<file path="config.mk">
export PLATFORM = sky130hd
export DESIGN_NAME = tx_byte_fifo
export DESIGN_NICKNAME = d
export VERILOG_FILES = /design/src/rtl/tx_byte_fifo.sv
export SDC_FILE = /design/constraint.sdc
export NUM_CORES = 1
export LEC_CHECK = 0
export BUFFER_PORTS_ARGS = -buffer_cell sky130_fd_sc_hd__buf_2
export CAP_MARGIN = 25
export CORE_ASPECT_RATIO = 1.2
export CORE_MARGIN = 1.5
export CORE_UTILIZATION = 45
export DETAILED_ROUTE_END_ITERATION = 12
export PLACE_DENSITY = 0.61
export SLEW_MARGIN = 0
export SYNTH_ARGS = -nofsm -noshare
export SYNTH_HDL_FRONTEND = slang
export SYNTH_SLANG_ARGS = --single-unit
</file>
<file path="constraint.sdc">
create_clock -name clk -period 3.2 [get_ports clk]
set_input_delay 0.64 -clock clk [delete_from_list [all_inputs] [get_ports clk]]
set_output_delay 0.64 -clock clk [all_outputs]
set_load 0.01 [all_outputs]
</file>
<file path="src/rtl/tx_byte_fifo.sv">
// Byte FIFO between the event counter and the UART transmitter; re-issues bytes as
// single-cycle tx_start pulses spaced by a frame-length timer (the UART has no busy).
module tx_byte_fifo #(
  parameter int DEPTH       = 16,
  parameter int CLK_PER_BIT = 868,
  parameter int FRAME_BITS  = 10,
  parameter int GAP_CYCLES  = 2
) (
  input  logic                     clk,
  input  logic                     rstn,
  input  logic [7:0]               din,
  input  logic                     din_valid,
  output logic [7:0]               dout,
  output logic                     tx_start,
  output logic                     full,
  output logic                     empty,
  output logic [$clog2(DEPTH):0]   level,
  output logic                     overflow,
  output logic                     busy
);
  localparam int AW   = $clog2(DEPTH);
  localparam int PACE = CLK_PER_BIT * FRAME_BITS + GAP_CYCLES;
  localparam int TW   = (PACE > 2) ? $clog2(PACE) : 1;

  localparam logic [AW:0]   LVL_ONE    = (AW+1)'(1);
  localparam logic [AW:0]   LVL_FULL   = (AW+1)'(DEPTH);
  localparam logic [AW-1:0] PTR_ONE    = AW'(1);
  localparam logic [TW-1:0] TMR_ONE    = TW'(1);
  localparam logic [TW-1:0] TMR_LOAD   = TW'(PACE - 2);

  typedef enum logic {S_IDLE, S_WAIT} state_t;

  logic [7:0]    mem [DEPTH];
  logic [AW-1:0] rd_ptr, wr_ptr;
  logic [TW-1:0] timer;
  state_t        state, state_nxt;
  logic          pop, push;
  logic [AW:0]   level_nxt;

  // A full FIFO still accepts a write on the edge that pops, since a slot frees.
  always_comb begin
    pop  = (state == S_IDLE) && (level != '0);
    push = din_valid && ((level != LVL_FULL) || pop);
    level_nxt = level;
    case ({push, pop})
      2'b10:   level_nxt = level + LVL_ONE;
      2'b01:   level_nxt = level - LVL_ONE;
      default: level_nxt = level;
    endcase
    state_nxt = state;
    case (state)
      S_IDLE:  if (pop) state_nxt = S_WAIT;
      S_WAIT:  if (timer == '0) state_nxt = S_IDLE;
      default: state_nxt = S_IDLE;
    endcase
  end

  // Storage needs no reset; occupancy is tracked by level and the pointers.
  always_ff @(posedge clk) begin
    if (push) mem[wr_ptr] <= din;
  end

  always_ff @(posedge clk or negedge rstn) begin
    if (!rstn) begin
      state    <= S_IDLE;
      rd_ptr   <= '0;
      wr_ptr   <= '0;
      timer    <= '0;
      level    <= '0;
      dout     <= 8'h00;
      tx_start <= 1'b0;
      full     <= 1'b0;
      empty    <= 1'b1;
      overflow <= 1'b0;
      busy     <= 1'b0;
    end else begin
      state <= state_nxt;
      level <= level_nxt;
      full  <= (level_nxt == LVL_FULL);
      empty <= (level_nxt == '0);
      busy  <= !((state_nxt == S_IDLE) && (level_nxt == '0));
      if (push) wr_ptr <= wr_ptr + PTR_ONE;
      if (din_valid && !push) overflow <= 1'b1;
      case (state)
        S_IDLE: begin
          tx_start <= pop;
          if (pop) begin
            dout   <= mem[rd_ptr];
            rd_ptr <= rd_ptr + PTR_ONE;
            timer  <= TMR_LOAD;
          end
        end
        S_WAIT: begin
          tx_start <= 1'b0;
          if (timer != '0) timer <= timer - TMR_ONE;
        end
        default: tx_start <= 1'b0;
      endcase
    end
  end
endmodule

</file>
Word-level counts from Yosys, hierarchy flattened --
Memories as Yosys holds them, arrays and structs flattened. A register that Yosys moved wholly into a read port is not among the register bits. Cells that the tools add are included.
Word-level totals: word-level logic and storage cells 48, memories 1, register bits 33, output and inout bits 18, memory bits (writable) 128, bits of input ports 11
Operators by class: $add $sub $neg 5, equal/unequal tests 6, reductions and logical operators 14, bitwise gates (word level) 2, mux-type cells 10
Memory list:
- mem | words 16, width 8, rd ports 1, clocked after Yosys merged registers in 1, wr ports 1, RTL line 33 | logic [7:0] mem [DEPTH];
Operators with widths (count):
- $mux 14 | 2
- $pmux 14 s2 | 1
- $logic_not 14->1 | 1
- $reduce_bool 14->1 | 1
- $sub 14x1->14 const B | 1
- $pmux 5 s2 | 1
- $add 4x1->4 const B | 2
- $add 5x1->5 const B | 1
- $eq 5x5->1 const B | 1
- $logic_not 5->1 | 1
- $ne 5x5->1 const B | 1
- $reduce_bool 5->1 | 1
- $sub 5x1->5 const B | 1
- $logic_and 1x1->1 | 4
- $mux 1 | 4
- $pmux 1 s2 | 2
- $reduce_and 2->1 | 2
- $logic_not 1->1 | 3
- $eq 2x1->1 const B | 1
- $eq 2x2->1 const B | 1
- $ne 2x1->1 const B | 1
- $ne 2x2->1 const B | 1
- $not 1->1 | 2
- $logic_or 1x1->1 | 1

Longest topological paths before layout --
word-level depth 9, depth in mapped cells 12, depth with buffers taken out 10

Least setup slack after synthesis --
Ideal clock, no wire load.
path type register to register, from reg level[1], to reg busy, required time 3.062 ns, cell stages (with the launch flop) 11, path buffers 1, setup slack -0.281 ns, setup time 0.138 ns, data arrival time 3.342 ns, period minus slack after synthesis 3.481 ns, path through dfrtp_1 -> or4_1 -> o21a_1 -> clkbuf_1 -> inv_1 -> ha_1 -> ha_1 -> nor2b_1 -> or4_1 -> and3_1 -> or4_1
Between the ends: cells in the longest elaborated chain, start to end 9, elaborated cells between the ends (all ways) 16, classes of those cells 2 x add/sub; 3 x eq/ne; 3 x mux; 1 x bitwise; 7 x reduce/logical
Ends and longest elaborated chain:
- start, declared | RTL line 17 | output logic [$clog2(DEPTH):0] level,
- start signal, assigned | RTL line 78 | level <= level_nxt;
- $reduce_bool 5->1 | RTL line 42 | pop = (state == S_IDLE) && (level != '0);
- $logic_and 1x1->1 | RTL line 42
- $logic_or 1x1->1 | RTL line 43 | push = din_valid && ((level != LVL_FULL) || pop);
- $logic_and 1x1->1 | RTL line 43
- $eq 2x1->1 / $eq 2x2->1 (equally long branches) | RTL line 45 | case ({push, pop})
- $pmux 5 s2 | RTL line 45
- $logic_not 5->1 | RTL line 81 | busy <= !((state_nxt == S_IDLE) && (level_nxt == '0));
- $logic_and 1x1->1 * | RTL line 81
- $logic_not 1->1 * | RTL line 81
- end signal, assigned | RTL line 81
- end, declared | RTL line 19 | output logic busy
Mark *: on every way between the ends. The rest lies on a longest branch, timed or not. A chain may end at the register's enable or synchronous reset.

Worst setup path after layout --
Same ends and word-level chain as after synthesis.

==> run_results.csv <==
group,metric,value,unit
setup_path,worstPathRequired,3490,ps
pwr,peakVddDrop,517.4,uV
routing,post_drt_wl_per_cell,19.73,um
setup_path,rr_worst_depth,10,
clock_tree,clk_pin_slew,70,ps
sta,drv_slew,0,
synthesis,synthMostInstantiatedCell,"edfxtp_1",
die,num_io_pins,29,
finish,num-fill-cells,1254,
placed_design,portBuffers,28,
clock_tree,hold_buffers,0,
setup_path,path_max_fanout,5,
die,core,15140,um^2
finish,drive_gt1_share,30.75,%
synthesis,syn_nets,440,
pwr,p_per_area,834.2,nW/um^2
outcome,status,"finished, final reports clean",
sta,worst_slew_margin_rel,40.98,%
sta,hold_viol,0,
synthesis,synth_top_area_share,54.49,%
clock_tree,clockBufferDepth,2,
die,die_area,16440,um^2
setup_path,setup.worst_path.start,"level[1]",
placed_design,post-dp-hpwl,8988,um
finish,syn_to_final_growth,17.47,%
synthesis,synth_top_area_cell,"edfxtp_1",
synthesis,yosys-top-cells-count,"edfxtp_1, dfrtp_1, mux4_2",
global_route,grt-ovfl-total,0,
run,cap_viol_max_count,0,
clock_tree,cts-htree-levels,4,
global_route,grt_pass1_wl,21760,um
placed_design,place_worst_setup_slack,26.70,ps
die,die-width,117.3,um
clock_tree,clock_sinks,169,
setup_path,r2r_start,"level[1]",
setup_path,r2r_setup_slack,60,ps
routing,drt-initial-drc-count,265,
routing,drc,0,
die,die_h,140.2,um
pwr,p_leak,3.001,nW
synthesis,synth.ff_latch_count,169,
synthesis,synth_area,7054,um^2
setup_path,r2r_end,"busy",
worst_hold_path,worstHoldPathType,"in -> async",
synthesis,ys.flop_type,"edfxtp_1",
global_route,antenna_found_initial,0,
global_route,gr-usage-all-layers,18.20,%
sta,clock_skew,12.07,ps
synthesis,ys_seq_area_share,69.05,%
sta,post-route-period-util,98.07,%
global_route,grt_max_degree,42,
die,core.rowCount,49,
sta,post-route-worst-setup-slack,61.68,ps
clock_tree,cts_tree,"yes",
global_route,grt_pass1_vias,4012,
routing,postRouteAntennaNets,0,
setup_path,cp-end-kind,"flip-flop",
pwr,report.power.total,6.912,mW
clock_tree,clk_latency,430,ps
finish,diodes,0,
routing,wl,13710,um
finish,utilization,54.72,%
synthesis,yosysWarnings,0,
clock_tree,cts_root_buf,"clkbuf_16",
routing,vias,3861,
finish,final_area,8287,um^2
die,initial_core_util,46.58,%
sta,fmax,318.6,MHz
synthesis,ys_top_cells_by_area,"edfxtp_1, dfrtp_1, mux4_2",
placed_design,gp_congestion,0.7682,
finish,fin_nets,500,
setup_path,critPathArrivalTime,3430,ps
synthesis,synth-edff-count,128,
synthesis,synthCells,418,
synthesis,synthArstFlopShare,24.26,%
sta,setup_viol,0,
setup_path,criticalPathCategory,"reg -> reg",
placed_design,placed_area,7639,um^2
clock_tree,numCtsBuffers,17,
routing,firstDrtPassIters,4,
setup_path,crit_path_start_kind,"flip-flop",
setup_path,cp-endpoint,"busy",
sta,finalSetupTns,0,ps
synthesis,yosys.cell_types.count,52,
sta,worst_pin_slew,885.4,ps
synthesis,avgSynthCellArea,16.88,um^2
sta,period_needed,3138,ps
routing,vias_per_cell,5.555,
how the worst min path moves through the flow:
stage,startpoint,slack [ps],to
2_1_floorplan,rstn,340,busy
5_1_grt,rstn,80,level[2]
3_5_place_dp,dout[3],460,dout[3]
3_3_place_gp,dout[1],460,dout[1]
4_1_cts,rstn,390,overflow
6_report,rstn,70,level[2]
registers in the layout, summed over array words and instances (netlist names):
signal / cells
empty: 1
tx_start: 1
level: 5
dout: 8
rd_ptr: 4
state: 1
overflow: 1
busy: 1
timer: 14
full: 1
mem: 128
wr_ptr: 4
worst max-delay path: stages (launching register included):
cell and delay, ps:
dfrtp_2 430, or4_1 500, o21a_2 260, inv_6 60, ha_4 160, inv_2 50
fa_2 520, and3b_1 150, o221a_2 180, o221ai_2 120, or4_1 550
metal layers:
metal / GRT usage, % / routed length (um) / up-vias
li1: - / - / 1768
met1: 23.54 / 5902 / 2006
met2: 29.90 / 7048 / 68
met3: 4.630 / 517 / 19
met4: 6.151 / 242 / 0
met5: 0 / 0 / -
kinds of logic after synthesis:
kind of cell    share of synthesized area [%]
mux                                     13.25
buf+inv                                 1.986
compound gates                          4.913
flops                                   69.05
xor+xnor                               0.9933
fa+ha+maj                               2.057
simple gates                            7.751
final cells by class:
class	instances	area [um^2]	area share, %
multi-input cells	214	2105	25.40
well taps	204	255.2	3.080
flip-flops and latches	169	4875	58.83
inverters	15	61.31	0.7398
clock buffers	18	429.2	5.179
repair buffers	61	412.9	4.983
clock inverters	14	148.9	1.797
repair_timing:
action | CTS | global route
setup buffers | 0 | 3
setup endpoints to repair | 0 | 1
resized for setup | 0 | 8
per-stage QoR:
stage | std cells | hold slack, ps
after detailed placement | 659 | 460.2
after global placement | 659 | 455.1
after floorplan | 418 | 344.4
after global routing | 695 | 77.96
final | 695 | 73.53
after CTS | 691 | 390.5
cell usage in the layout, fill, tap and decap left out, types with 2 or more instances in the layout:
cell,Yosys,final
or2_2,2,2
nor2_1,16,16
nor4_1,10,10
mux4_2,33,33
or4_4,2,3
a21o_1,8,8
ha_1,10,8
xor2_1,2,2
inv_1,14,12
buf_12,0,2
nand3b_1,2,2
clkinv_1,1,3
edfxtp_1,128,128
dfrtp_2,0,3
bufinv_16,0,2
nor2b_1,6,5
or4_1,4,3
inv_6,0,4
nor3_1,5,5
buf_4,0,31
nand2_1,21,21
o21ai_0,6,6
ha_4,0,2
o31ai_1,2,2
buf_2,7,28
a211oi_1,8,7
clkinvlp_4,0,2
clkinv_4,0,4
o22ai_1,9,8
xnor2_1,6,6
dfrtp_1,40,37
nor3b_1,3,3
and2_1,4,4
clkbuf_16,0,17
o211ai_1,2,2
mux2i_1,18,18
nand3_1,9,9
nand4_1,3,3
nand2b_1,2,2
where the power goes:
part	switching [mW]	internal, mW
registers	0.326	2.72
logic	0.924	0.934
clock network	0.856	1.15
Power figures use the tool's default switching activity.
